<file path="config.mk">
export PLATFORM = sky130hd
export DESIGN_NAME = fp_accumulate
export DESIGN_NICKNAME = d
export VERILOG_FILES = /design/src/rtl/fp_accumulate.sv
export SDC_FILE = /design/constraint.sdc
export NUM_CORES = 1
export LEC_CHECK = 0
export ABC_AREA = 1
export CORE_UTILIZATION = 40
export CTS_CLUSTER_SIZE = 25
export DETAILED_ROUTE_END_ITERATION = 8
export DONT_BUFFER_PORTS = 1
export PLACE_DENSITY_LB_ADDON = 0.15
export SLEW_MARGIN = 0
export SYNTH_ARGS = -nofsm -noshare
export SYNTH_HDL_FRONTEND = slang
export SYNTH_SLANG_ARGS = --single-unit
export TNS_END_PERCENT = 10
</file>
<file path="constraint.sdc">
create_clock -name clk -period 2.03 [get_ports clk]
set_input_delay 0.203 -clock clk [delete_from_list [all_inputs] [get_ports clk]]
set_output_delay 0.203 -clock clk [all_outputs]
set_load 0.01 [all_outputs]
</file>
<file path="src/rtl/fp_accumulate.sv">
`default_nettype none
// ============================================================================
// Module      : fp_accumulate
// Description : Frame-based saturating fixed-point accumulator (I.F in, IA.FA out)
// Revision    : 1.0 - initial release
// ============================================================================
module fp_accumulate #(
  parameter int I  = 2,
  parameter int F  = 14,
  parameter int IA = 6,
  parameter int FA = 14,
  parameter int LW = 8
) (
  input  logic                 clk,
  input  logic                 rst,
  input  logic                 start,
  input  logic [LW-1:0]        len,
  input  logic [I+F-1:0]       in,
  input  logic                 i_sign,
  input  logic                 in_valid,
  output logic                 in_ready,
  output logic [IA+FA-1:0]     out,
  output logic                 out_valid,
  input  logic                 out_ready,
  output logic                 overflow,
  output logic                 underflow
);

  localparam int W = IA + FA;
  localparam int N = I + F;

  typedef enum logic [1:0] {
    IDLE  = 2'd0,
    ACCUM = 2'd1,
    DONE  = 2'd2
  } state_t;

  state_t              r_state;
  state_t              w_next;
  logic                w_in_ready;
  logic                w_out_valid;
  logic [LW-1:0]       r_len;
  logic [LW-1:0]       r_cnt;
  logic [LW-1:0]       w_cnt_inc;
  logic [W-1:0]        r_acc;
  logic                r_ovf;
  logic                r_unf;
  logic signed [W-1:0] w_ext;
  logic signed [W-1:0] w_al;
  logic [W:0]          w_sum;
  logic                w_pos_sat;
  logic                w_neg_sat;
  logic [W-1:0]        w_sat;

  generate
    if (W > N) begin : g_ext_wide
      assign w_ext = {{(W-N){i_sign & in[N-1]}}, in};
    end else begin : g_ext_same
      assign w_ext = in[W-1:0];
    end
  endgenerate

  // Right shift is arithmetic so dropped fraction bits round toward minus infinity.
  generate
    if (FA >= F) begin : g_align_left
      assign w_al = w_ext <<< (FA - F);
    end else begin : g_align_right
      assign w_al = w_ext >>> (F - FA);
    end
  endgenerate

  assign w_sum     = {r_acc[W-1], r_acc} + {w_al[W-1], w_al};
  assign w_pos_sat = (w_sum[W:W-1] == 2'b01);
  assign w_neg_sat = (w_sum[W:W-1] == 2'b10);
  assign w_cnt_inc = r_cnt + {{(LW-1){1'b0}}, 1'b1};

  always_comb begin
    w_sat = w_sum[W-1:0];
    if (w_pos_sat) begin
      w_sat = {1'b0, {(W-1){1'b1}}};
    end else if (w_neg_sat) begin
      w_sat = {1'b1, {(W-1){1'b0}}};
    end
  end

  always_ff @(posedge clk) begin
    if (rst) begin
      r_state <= IDLE;
    end else begin
      r_state <= w_next;
    end
  end

  always_comb begin
    w_next      = r_state;
    w_in_ready  = 1'b0;
    w_out_valid = 1'b0;
    case (r_state)
      IDLE: begin
        if (start) begin
          w_next = (len == '0) ? DONE : ACCUM;
        end
      end
      ACCUM: begin
        w_in_ready = 1'b1;
        if (in_valid && (w_cnt_inc == r_len)) begin
          w_next = DONE;
        end
      end
      DONE: begin
        w_out_valid = 1'b1;
        if (out_ready) begin
          w_next = IDLE;
        end
      end
      default: w_next = IDLE;
    endcase
  end

  always_ff @(posedge clk) begin
    if (rst) begin
      r_acc <= '0;
      r_ovf <= 1'b0;
      r_unf <= 1'b0;
      r_len <= '0;
      r_cnt <= '0;
    end else begin
      case (r_state)
        IDLE: begin
          if (start) begin
            r_acc <= '0;
            r_ovf <= 1'b0;
            r_unf <= 1'b0;
            r_len <= len;
            r_cnt <= '0;
          end
        end
        ACCUM: begin
          if (in_valid) begin
            r_acc <= w_sat;
            r_ovf <= r_ovf | w_pos_sat;
            r_unf <= r_unf | w_neg_sat;
            r_cnt <= w_cnt_inc;
          end
        end
        default: ;
      endcase
    end
  end

  assign in_ready  = w_in_ready;
  assign out_valid = w_out_valid;
  assign out       = r_acc;
  assign overflow  = r_ovf;
  assign underflow = r_unf;

endmodule
`default_nettype wire

</file>
# Yosys cells after proc, flatten, opt, wreduce, memory -nomap -nowiden
# Index checks and enable logic that the tools add are counted.
dict set report word_totals {
  reg_bits 40
  inputBits 30
  out_inout_bits 24
  word_cells 47
}
dict set report op_classes {
  add_sub_neg 2
  n_eq_ne 9
  muxes 20
  bitwise_logic 3
  n_reduce_logical 7
}
# operator count
set op_table {}
lappend op_table {{$mux 20} 4}
lappend op_table {{$pmux 20 s2} 1}
lappend op_table {{$add 20x17->21} 1}
lappend op_table {{$mux 8} 2}
lappend op_table {{$pmux 8 s2} 1}
lappend op_table {{$add 8x1->8 const B} 1}
lappend op_table {{$eq 8x8->1} 1}
lappend op_table {{$logic_not 8->1} 1}
lappend op_table {{$mux 2} 4}
lappend op_table {{$ne 2x2->1 const B} 4}
lappend op_table {{$pmux 2 s3} 1}
lappend op_table {{$reduce_and 3->1} 2}
lappend op_table {{$mux 1} 5}
lappend op_table {{$eq 2x1->1 const B} 2}
lappend op_table {{$eq 2x2->1 const B} 2}
lappend op_table {{$pmux 1 s2} 2}
lappend op_table {{$logic_not 2->1} 1}
lappend op_table {{$or 1x1->1} 2}
lappend op_table {{$reduce_and 2->1} 1}
lappend op_table {{$reduce_bool 2->1} 1}
lappend op_table {{$and 1x1->1} 1}
lappend op_table {{$logic_and 1x1->1} 1}

# Logic depth before layout (Yosys ltp)
# Gate-level depths: netlist of run 1.
dict set report logic_depth {
  depth_word 7
  ltp_mapped 18
  mapped_depth_nobuf 17
}

# Least setup slack after synthesis of run 1
# Ideal clock, no wire load.
dict set report synth_timing {
  path_type {reg-to-reg}
  from {register r_acc[0] (netlist: out[0])}
  to {register r_acc[10] (netlist: out[10])}
  setup_ps 128
  arrival_ps 2168
  t_required_ps 1902
  setup_slack_ps -266
  path_stages_with_launch 19
  n_path_buf 1
  period_less_slack_ps 2296
  path_cell_list {dfxtp_1 -> ha_1 -> inv_1 -> fa_1 -> inv_1 -> nand3_1 -> nand2_1 -> nand2_1 -> nand3_1 -> nand2_2 -> nand2_1 -> nand2_1 -> nand2_2 -> nand2_2 -> nand2_4 -> buf_12 -> nor2_2 -> nor2_1 -> nor2_1}
}
dict set report synth_between {
  elab_chain_len 6
}
# item line
set synth_rtl {}
lappend synth_rtl {{start: declaration} 45} ;# logic [W-1:0] r_acc;
lappend synth_rtl {{start signal: assignment} 140} ;# r_acc <= w_sat;
lappend synth_rtl {{$add 20x17->21 (*)} 72} ;# assign w_sum = {r_acc[W-1], r_acc} + {w_al[W-1], w_al};
lappend synth_rtl {{$eq 2x2->1} 74} ;# assign w_neg_sat = (w_sum[W:W-1] == 2'b10);
lappend synth_rtl {{$mux 20} 81} ;# end else if (w_neg_sat) begin
lappend synth_rtl {{$mux 20 (*)} 79} ;# if (w_pos_sat) begin
lappend synth_rtl {{$mux 20 (*)} 139} ;# if (in_valid) begin
lappend synth_rtl {{$pmux 20 s2 (*)} 128} ;# case (r_state)
# Every way passes the cells marked *; elsewhere a longest branch is shown, timed or not. The select of a mux whose other input is x is not followed.
# A chain may end at the register's enable or synchronous reset.

# Worst setup path in the final report of run 1
dict set report layout_timing {
  from {register r_acc[0] (netlist: out[0])}
  to {register r_acc[7] (netlist: out[7])}
}
# Same word-level chain as after synthesis.

==> results of run 1 <==
==> final cells by class <==
cell class | instances | area [sq um]
fillers | 816 | 3720
multi-input cells | 409 | 2300
flip-flops and latches | 40 | 805
repair buffers | 50 | 375
inverters | 64 | 244
well taps | 102 | 128
clock buffers | 5 | 68.8
clock inverters | 3 | 46.3
==> critical path, stage by stage, from the launching register on <==
cell     delay, ns
dfxtp_4       0.36
ha_4          0.12
inv_2         0.03
fa_2          0.34
inv_2         0.06
nand3_2       0.06
nand2_2       0.10
nand2_1       0.07
nand3_2       0.07
nand2_2       0.08
nand3_1       0.13
nand2_4       0.10
nand3_4       0.18
nand2_1       0.09
nor2_1        0.12
nor2_1        0.05
==> power by group <==
part | leakage, nW | internal (mW) | switching (mW) | total [mW]
clock | 0.0548 | 0.371 | 0.334 | 0.705
sequential | 0.327 | 0.832 | 0.0376 | 0.869
combinational | 1.52 | 0.284 | 0.399 | 0.683
total | 1.90 | 1.49 | 0.771 | 2.26
==> metrics by stage <==
stage	instance area, sq um	setup slack (ns)
floorplan	3190	-0.0401
detailed placement	3600	-0.142
CTS	3820	-0.0588
finish	3960	-0.0605
global route	3960	-0.173
global placement	3600	-0.0472
==> placed cells by master, fill, tap and decap left out, types with 5 or more instances in the layout <==
master	instances
o21ai_0	16
ha_4	7
nand2_1	146
nor2_1	70
inv_1	59
a21oi_1	30
xnor2_1	8
nand3_1	28
ha_1	9
dfxtp_1	39
nand4_1	5
buf_4	50
nand2_2	23
xor2_1	7
nor2_2	21
clkbuf_8	5
==> metal layers <==
layer	routed length (microns)	up-vias	GRT usage [%]
li1	-	1735	-
met1	3840	1476	26.0
met2	3880	57	35.0
met3	438	10	4.38
met4	106	0	5.56
met5	0	-	0
==> registers in the layout, indices dropped and copies added, names as in the netlist <==
| signal | count |
|---|---|
| out | 20 |
| r_len | 8 |
| overflow | 1 |
| r_cnt | 8 |
| r_state | 2 |
| underflow | 1 |
==> what timing repair did <==
action,CTS,global route
gates cloned,2,0
setup buffers,4,0
resized for setup,15,29
pin swaps,12,12
endpoints found under the setup margin,19,24
hold endpoints to repair,28,28
==> worst min-delay path by stage <==
| stage | from | depth (start not counted) | to | slack (ns) |
|---|---|---|---|---|
| 2_1_floorplan | len[2] | 2 | r_len[2] | 0.34 |
| 3_3_place_gp | rst | 1 | out[0] | 0.27 |
| 3_5_place_dp | rst | 1 | out[0] | 0.27 |
| 4_1_cts | rst | 1 | out[0] | -0.06 |
| 5_1_grt | rst | 1 | r_cnt[3] | -0.07 |
| 6_report | rst | 1 | out[0] | -0.05 |
==> cells by family after synthesis <==
| logic type | count (synthesis) | share of synthesized area, % |
|---|---|---|
| AO/OA/AOI/OAI | 60 | 10.1 |
| XOR/XNOR | 15 | 4.16 |
| adder cells (fa/ha/maj) | 19 | 7.76 |
| buffers and inverters | 73 | 9.58 |
| flip-flops | 40 | 25.3 |
| AND/OR/NAND/NOR | 313 | 43.1 |
==> summary.md, run 1 <==
| Metric | Value |
|---|---|
| Setup CP Type | flip-flop to flip-flop |
| Core Region | between 7000 and 8000 sq um |
| Crit path launch | out[0] |
| Final std cells w/o fill | between 600 and 700 |
| Share of the synthesized area in the top cell type | approximately a quarter |
| Worst Setup Start Kind | flip-flop |
| Final Skew | 0.00633 ns |
| Pwr Density | 570 nW/um^2 |
| Top post-synthesis cells by area | dfxtp_1 25%, nand2_1 19%, nor2_1 9.1% |
| Initial Utilization | between 40% and 50% |
| RD Place Congestion | ~0.82 |
| Vias in the first global route | 3219 |
| Unique masters post-synth | 34 |
| Die footprint | 8260 sq um |
| Ant. Diodes | 0 |
| Worst-margin pin slew | roughly 0.44 ns |
| ANT nets after route | 0 |
| Reg2Reg Setup Slack | -0.06 ns |
| DRT iter0 DRCs | 94 |
| Initial antenna violation count | 0 |
| Most common cell in the netlist | nand2_1 |
| Detail-routed net length per standard cell | 12.3 microns |
| Final WS setup | -0.0605 ns |
| Layout Utilization | between 50% and 60% |
| Area leader, netlist | dfxtp_1 |
| Max cap viols | 0 |
| Gr usage total | just over 20% |
| CP arrival | 2.30 ns |
| CTS tree | done |
| Mapped Area | 3160 sq um |
| # rows | 32 |
| Setup crit end | out[7] |
| CP Capture Type | flip-flop |
| First-pass GRT wire length | between 10000 and 15000 microns |
| Final period util | 103% |
| Tot Pwr | 2.26 mW |
| Die H | about 90 microns |
| F_max | roughly 0.48 GHz |
| RSZ-0062 raised after global routing | true |
| Post-detail-place hpwl | 6100 microns |
| # port buffers | 0 |
| WL final | 8270 microns |
| Period minus WS final | about 2.1 ns |
| Mapped Cells | 520 |
| Rel. slew slack | between 70 and 80% |
| Share of cells above drive strength 1 | approximately a quarter |
| TNS Setup | -0.408 ns |
| Outcome | finished with violations |
| Final Max Slew Viols | 0 |
| Mapped Nets | roughly 570 |
| R2R depth | 15 |
| Post-synth top cells | 159 x nand2_1, 77 x nor2_1, 62 x inv_1, 40 x dfxtp_1, 34 x a21oi_1 |
| Reg-to-reg endpoint | out[7] |
| Syn avg cell area | about 6.1 sq um |
| DRC | 0 |
| Failing checks | negative hold slack, negative setup slack |
| H-tree depth | 2 |
| Yosys warns | 0 |
| Seq/Total Area, Yosys | between 20% and 30% |
| Largest net degree at the start of global routing | 30 |
| Final hold violations | 28 |
| Peak supply drop | 0.000325 V |
| Hold Crit Class | input pin to flip-flop |
| Synth Flop Type | dfxtp_1 |
| Die X | slightly above 90 microns |
| Clock transition at the registers of the reported paths | ~0.090 ns |
| Placed insts | between 600 and 700 |
| Critical R2R Launch | out[0] |
| Vias per Instance | 4.87 |
| Seq cells post-synth | 40 |
| Grt total ovfl | 0 |
| Nets | ~620 |
| Root buffer cell | clkbuf_8 |
| EDFF count, synth | 0 |
| I/O Pins | 54 |
| Total leakage power | about 1.9 nW |
| CTS max path bufs | 2 |
| Final hold slack | -0.0525 ns |
| First drt pass iteration count | 4 |
| Total CTS buffers | 5 |
| Post-synth ARST share | 0% |
| Clk_lat worst skew | roughly 0.31 ns |
| Crit-path max FO | 8 |
| Via count | around 3300 |
| Final setup violation count | 16 |
| CTS Sinks | 40 |
| CP required | between 2 and 2.5 ns |
| Area growth, synth to finish | 25.4% |
(Power assumes the default switching activity.)
==> run 2: changes to the inputs <==
Settings changed: ABC_AREA 1 to 0.
==> summary.md, run 2 <==
| Metric | Value |
|---|---|
| Outcome | finished with violations |
| Failing checks | design-rule violations, negative setup slack |
| Commonest non-fill, non-tap cell in the layout | buf_4 |
| EDFF count, synth | 0 (unchanged) |
| Setup CP Type | flip-flop to flip-flop |
| CP arrival | 2.96 ns (+0.66 ns) |
| Area leader, netlist | dfxtp_1 |
| Max reg flops | 20 (unchanged) |
| Mapped Nets | 399 (-30%) |
| Core Region | 6460 sq um (-16%) |
| Unique masters post-synth | 55 (+62%) |
| Root buffer cell | clkbuf_8 |
| CTS Sinks | 40 (unchanged) |
| Final period util | 135% (+32 points) |
| Reg-to-reg endpoint | out[18] |
| # port buffers | 0 (unchanged) |
| ANT nets after route | 0 (unchanged) |
| Final hold slack | 0.0258 ns (+0.0783 ns) |
| Final WS setup | -0.712 ns (-0.652 ns) |
| Mapped Cells | 350 (-33%) |
| Largest net degree at the start of global routing | 41 (+37%) |
| Share of cells above drive strength 1 | 32.8% (+9.0 points) |
| Clock transition at the registers of the reported paths | 0.09 ns (about the same) |
| Grt total ovfl | 0 (unchanged) |
| Post-synth ARST share | 0% (unchanged) |
| Final Skew | 0.00417 ns (-0.00216 ns) |
| Seq cells post-synth | 40 (unchanged) |
| Die footprint | 7130 sq um (-14%) |
| Crit-path max FO | 2 (-6) |
| Mapped Area | 2720 sq um (-14%) |
| Detail-routed net length per standard cell | 14.1 microns (+15%) |
| Syn avg cell area | 7.76 sq um (+28%) |
| DRT iter0 DRCs | 97 (+3.2%) |
| Clk_lat worst skew | 0.30 ns (about the same) |
| Ant. Diodes | 0 (unchanged) |
| CP Cell Sequence | ha_4, inv_2, fa_2, nand2b_4, a2111oi_4, o31a_2, o31ai_2, a21oi_2, mux2_4, o311a_1, a311oi_1 |
| Hold Crit Class | input pin to flip-flop |
| Worst Setup Start Kind | flip-flop |
| Vias in the first global route | 2666 (-17%) |
| DRC | 6 (+6) |
| Setup crit end | out[18] |
| Die X | 84.4 microns (-7.1%) |
| Initial antenna violation count | 0 (unchanged) |
| CP required | 2.25 ns (about the same) |
| Final hold violations | 0 (-100%) |
| Die H | 84.4 microns (-7.1%) |
| Total leakage power | 1.62 nW (-15%) |
| Worst-margin pin slew | 0.360 ns (-0.0814 ns) |
| CP max stage delay | 0.36 ns (about the same) |
| Seq/Total Area, Yosys | 29.5% (+4.1 points) |
| Rel. slew slack | 75.4% (+5.1 points) |
| Via count | 2792 (-15%) |
| Yosys warns | 0 (unchanged) |
| Critical R2R Launch | out[0] |
| Pwr Density | 561 nW/um^2 (-1.6%) |
| Most common cell in the netlist | nand2_1 |
| Top post-synthesis cells by area | dfxtp_1 29%, ha_1 8.3%, nand2_1 8.3% |
| # rows | 29 (-9.4%) |
| WL final | 7340 microns (-11%) |
| Vias per Instance | 5.38 (+10%) |
| Max cap viols | 0 (unchanged) |
| Nets | 490 (-21%) |
| Synth Flop Type | dfxtp_1 |
| Peak supply drop | 0.000320 V (-1.6%) |
| Layout Utilization | 59.5% (+7.9 points) |
| First-pass GRT wire length | 12300 microns (-12%) |
| Gr usage total | 21.2% (+0.69 points) |
| H-tree depth | 2 (unchanged) |
| CP Capture Type | flip-flop |
| Commonest non-fill, non-tap cells in the layout | 88 x buf_4, 57 x nand2_1, 39 x dfxtp_1 |
| Crit path launch | out[0] |
| Total CTS buffers | 5 (unchanged) |
| First drt pass iteration count | 7 (+3) |
| Final setup violation count | 23 (+7) |
| Post-synth top cells | 60 x nand2_1, 40 x dfxtp_1, 38 x a21oi_1, 28 x nor2_1, 21 x xnor2_1 |
| RSZ-0062 raised after global routing | true |
| RD Place Congestion | 0.821 (-0.52%) |
| Area growth, synth to finish | 41.3% |
| Initial Utilization | 42.1% (+0.98 points) |
| R2R depth | 11 (-4) |
| Final Max Slew Viols | 0 (unchanged) |
| CTS max path bufs | 2 (unchanged) |
| TNS Setup | -11.72 ns (-11.32 ns) |
| I/O Pins | 54 (unchanged) |
| F_max | 0.365 GHz (-24%) |
| CTS tree | done |
| Share of the synthesized area in the top cell type | 29.5% (+4.1 points) |
| Period minus WS final | 2.74 ns (+0.652 ns) |
| Slowest stage cell, crit path | dfxtp_4 |
| Filler Cells Inserted | 597 (-27%) |
| Reg2Reg Setup Slack | -0.71 ns (-0.65 ns) |
| Post-detail-place hpwl | 5420 microns (-11%) |
-- run 2: cell types whose count changed after synthesis, sizes merged, moves of 13 or more --
cell / before / now
nand2: 174 / 60
nor2: 93 / 29
inv: 63 / 10
nand3: 32 / 5
a31oi: 1 / 15
xnor2: 8 / 21
-- run 2: routing by layer --
layer  routed length, microns  vias up  track usage (%)
met1                     3510     1292             27.6
met2                     3380       54             34.5
li1                         -     1440                -
met4                       70        0             6.47
met3                      367        6             5.70
met5                        0        -                0
-- run 2: power by group --
group / switching [mW] / internal, mW / total, mW
combinational: 0.308 / 0.311 / 0.619
clock: 0.318 / 0.371 / 0.689
sequential: 0.0254 / 0.819 / 0.844
-- run 2: layout make-up --
cell class | count | area (sq um) | area share [%]
tap | 77 | 96.3 | 2.51
inverter | 10 | 37.5 | 0.978
sequential | 40 | 805 | 21.0
clock buffer | 5 | 68.8 | 1.79
timing repair buffer | 98 | 817 | 21.3
clock inverter | 3 | 46.3 | 1.21
multi-input combinational | 286 | 1970 | 51.3
-- run 2: repair_timing --
action | CTS | global route
pin swaps | 11 | 18
endpoints found under the setup margin | 24 | 23
resized for setup | 20 | 10
cloned | 0 | 1
buffers inserted | 1 | 3
hold buffers | 1 | 0
endpoints found under the hold margin | 40 | 0
-- run 2: cells by family (layout without fill, tap and decap cells) --
kind of cell / Yosys count / in the layout / share of synthesized area [%]
compound gates: 107 / 107 / 26.2
flops: 40 / 40 / 29.5
buf+inv: 24 / 116 / 3.96
xor+xnor: 24 / 24 / 7.74
mux: 2 / 2 / 0.783
simple gates: 134 / 134 / 22.8
fa+ha+maj: 19 / 19 / 9.02
-- run 2: worst max-delay path, delay by kind of cell, from the launching register on --
family                     cells  cell delay, ns
DFF                            1            0.36
AOI/OAI and AO/OA              6            1.31
muxes                          1            0.32
buffers and inverters          1            0.03
adders and majority gates      2            0.46
and+or+nand+nor                1            0.16
-- run 2: through the flow --
step	cell area [sq um]	instances	total power, mW	setup slack, ns
4_1_cts	3750	515	2.15	-0.700
6_report	3840	519	2.15	-0.712
3_5_place_dp	3520	505	1.41	-0.737
5_1_grt	3840	519	2.28	-0.838
3_3_place_gp	3520	505	1.41	-0.709
2_1_floorplan	2770	350	1.20	-0.685
-- run 2: how the worst min path moves through the flow --
stage,slack (ns),cells after the start,to,start
after floorplan,0.34,2,r_len[0],len[0]
after global placement,0.27,1,out[0],rst
after detailed placement,0.27,1,out[0],rst
after CTS,0.02,2,r_len[0],len[0]
after global routing,0.03,2,r_len[3],len[3]
final,0.03,2,r_len[3],len[3]
==> run 3: changes to the inputs <==
Settings changed: PLACE_DENSITY_LB_ADDON 0.15 to 0.3.
==> summary.md, run 3 (same netlist as run 2, synthesis figures left out) <==
| Metric | Value |
|---|---|
| Post-detail-place hpwl | 5480 microns (+1.1%) |
| Via count | 2789 (-0.11%) |
| Grt total ovfl | 0 (unchanged) |
| Crit path depth | 11 (unchanged) |
| Final setup violation count | 23 (unchanged) |
| Commonest non-fill, non-tap cells in the layout | 82 x buf_4, 59 x nand2_1, 38 x dfxtp_1 |
| Hold Crit Class | input pin to flip-flop |
| Detail-routed net length per standard cell | 14.3 microns (+1.2%) |
| GRT Max-Usage Layer | met2 |
| Ant. Diodes | 0 (unchanged) |
| Area growth, synth to finish | 34.3% |
| Core Region | 6460 sq um (unchanged) |
| Worst-margin pin slew | 0.353 ns (-0.00635 ns) |
| CP bufs+invs | 1 (unchanged) |
| Max cap viols | 0 (unchanged) |
| Final Max Slew Viols | 0 (unchanged) |
| Final hold violations | 0 (unchanged) |
| Reg-to-reg endpoint | out[18] |
| Register area | 806 sq um (+0.16%) |
| Setup CP Type | flip-flop to flip-flop |
| Commonest non-fill, non-tap cell in the layout | buf_4 |
| CP Cell Sequence | ha_4, inv_2, fa_2, nand2b_4, a2111oi_4, o31a_2, o31ai_2, a21oi_2, mux2_4, o311a_1, a311oi_1 |
| Gr usage total | 21.8% (+0.55 points) |
| Clk_lat worst skew | 0.31 ns (about the same) |
| Slowest stage cell, crit path | dfxtp_4 |
| WL final | 7240 microns (-1.3%) |
| Initial Utilization | 42.1% (unchanged) |
| Logic pwr share | 27.1% (-1.7 points) |
| Initial antenna violation count | 0 (unchanged) |
| CTS Sinks | 40 (unchanged) |
| Filler Cells Inserted | 590 (-1.2%) |
| Pwr Density | 582 nW/um^2 (+3.8%) |
| Met1 Usage GRT | 28.0% (+0.39 points) |
| DP Worst Slack | -0.755 ns (-0.0184 ns) |
| Largest net degree at the start of global routing | 41 (unchanged) |
| R2R depth | 11 (unchanged) |
| CP Capture Type | flip-flop |
| Nets | 477 (-2.7%) |
| Critical R2R Launch | out[0] |
| CP required | 2.25 ns (about the same) |
| Reg2Reg Setup Slack | -0.72 ns (about the same) |
| Final Skew | 0.00708 ns (+0.00292 ns) |
| Clock transition at the registers of the reported paths | 0.09 ns (about the same) |
| # port buffers | 0 (unchanged) |
| RSZ-0062 raised after global routing | true |
| F_max | 0.364 GHz (-0.17%) |
| # rows | 29 (unchanged) |
| CP max stage delay | 0.37 ns (about the same) |
| I/O Pins | 54 (unchanged) |
| Clock network power share | 33.1% (+1.1 points) |
| Final period util | 135% (+0.23 points) |
| Final WS setup | -0.717 ns (-0.00464 ns) |
| Period minus WS final | 2.75 ns (+0.00464 ns) |
| Sequential power share | 39.8% (+0.6 points) |
| CTS max path bufs | 2 (unchanged) |
| H-tree depth | 2 (unchanged) |
| Total leakage power | 1.52 nW (-5.7%) |
| Die footprint | 7130 sq um (unchanged) |
| Net Sw Frac | 30.9% (+0.57 points) |
| RD Place Congestion | 0.817 (-0.45%) |
| Worst Setup Start Kind | flip-flop |
| DRT iter0 DRCs | 136 (+40%) |
| Pint | 1.47 mW (-2.1%) |
| GRT met2 Usage | 36.8% (+2.3 points) |
| Vias in the first global route | 2862 (+7.4%) |
| Final hold slack | 0.0196 ns (-0.00622 ns) |
| Die H | 84.4 microns (unchanged) |
| Crit-path max FO | 2 (unchanged) |
| Root buffer cell | clkbuf_8 |
| Share of cells above drive strength 1 | 29.6% (-3.2 points) |
| TNS Setup | -11.71 ns (+0.0119 ns) |
| DRC | 4 (-2) |
| Peak supply drop | 0.000367 V (+15%) |
| Rel. slew slack | 75.8% (+0.43 points) |
| Max reg flops | 20 (unchanged) |
| Crit path launch | out[0] |
| Cell family with most CP delay | compound AO/OA/AOI/OAI gates |
| CP arrival | 2.97 ns (about the same) |
| Outcome | finished with violations |
| Total CTS buffers | 5 (unchanged) |
| First drt pass iteration count | 9 (+2) |
| First-pass GRT wire length | 12800 microns (+4.1%) |
| Sw Pwr | 0.656 mW (+0.59%) |
| Setup crit end | out[18] |
| CTS tree | done |
| Failing checks | design-rule violations, negative setup slack |
| ANT nets after route | 0 (unchanged) |
| Vias per Instance | 5.51 (+2.5%) |
| M3 GR Usage | 4.52% (-1.2 points) |
| Multi-input gate area | 1930 sq um (-2.0%) |
| Die X | 84.4 microns (unchanged) |
[run 3: cell types whose count changed in the layout (fill, tap and decap cells not counted), sizes merged]
cell,delta
buf,-12
clkbuf,-1
[run 3: metal layers]
layer | part of all wire [%] | up-vias
met5 | 0 | -
met4 | 0.79 | 0
met3 | 5.5 | 5
met2 | 45 | 69
met1 | 48 | 1290
li1 | - | 1425
[run 3: worst min path at each step]
stage                     slack, ns  startpoint  cells after the start  endpoint
after detailed placement       0.27         rst                      1    out[0]
after global routing           0.02      len[1]                      2  r_len[1]
after floorplan                0.34      len[0]                      2  r_len[0]
after global placement         0.27         rst                      1    out[0]
after CTS                      0.02      len[3]                      2  r_len[3]
final                          0.02      len[3]                      2  r_len[3]
[run 3: area by class of cell]
cell class	instances	share of cell area, %
multi-input combinational	286	52.8
timing repair buffer	85	18.3
inverter	10	1.03
clock inverter	3	1.27
clock buffer	5	1.88
tap	77	2.64
sequential	40	22.1
[run 3: power by group through the flow]
stage                     Clock (mW)  Combinational (mW)  Sequential, mW
final                          0.703               0.577           0.845
after CTS                      0.716               0.564           0.845
after global placement             0               0.525           0.861
after detailed placement           0               0.534           0.862
after global routing           0.747               0.642           0.850
after floorplan                    0               0.328           0.873
[run 3: what timing repair did]
action | CTS | global route
pin swaps | 7 | 4
hold endpoints to repair | 40 | 0
setup endpoints to repair | 23 | 24
gates resized for setup | 9 | 11
hold buffers | 1 | 0
buffers inserted | 1 | 0
[run 3: stage by stage]
stage / utilization (%) / instance area [sq um] / power [mW] / cells
2_1_floorplan: - / 2770 / 1.20 / 350
3_3_place_gp: 53.0 / 3420 / 1.39 / 496
3_5_place_dp: 53.0 / 3420 / 1.40 / 496
4_1_cts: 55.9 / 3610 / 2.12 / 506
5_1_grt: 56.5 / 3650 / 2.24 / 506
6_report: 56.5 / 3650 / 2.13 / 506
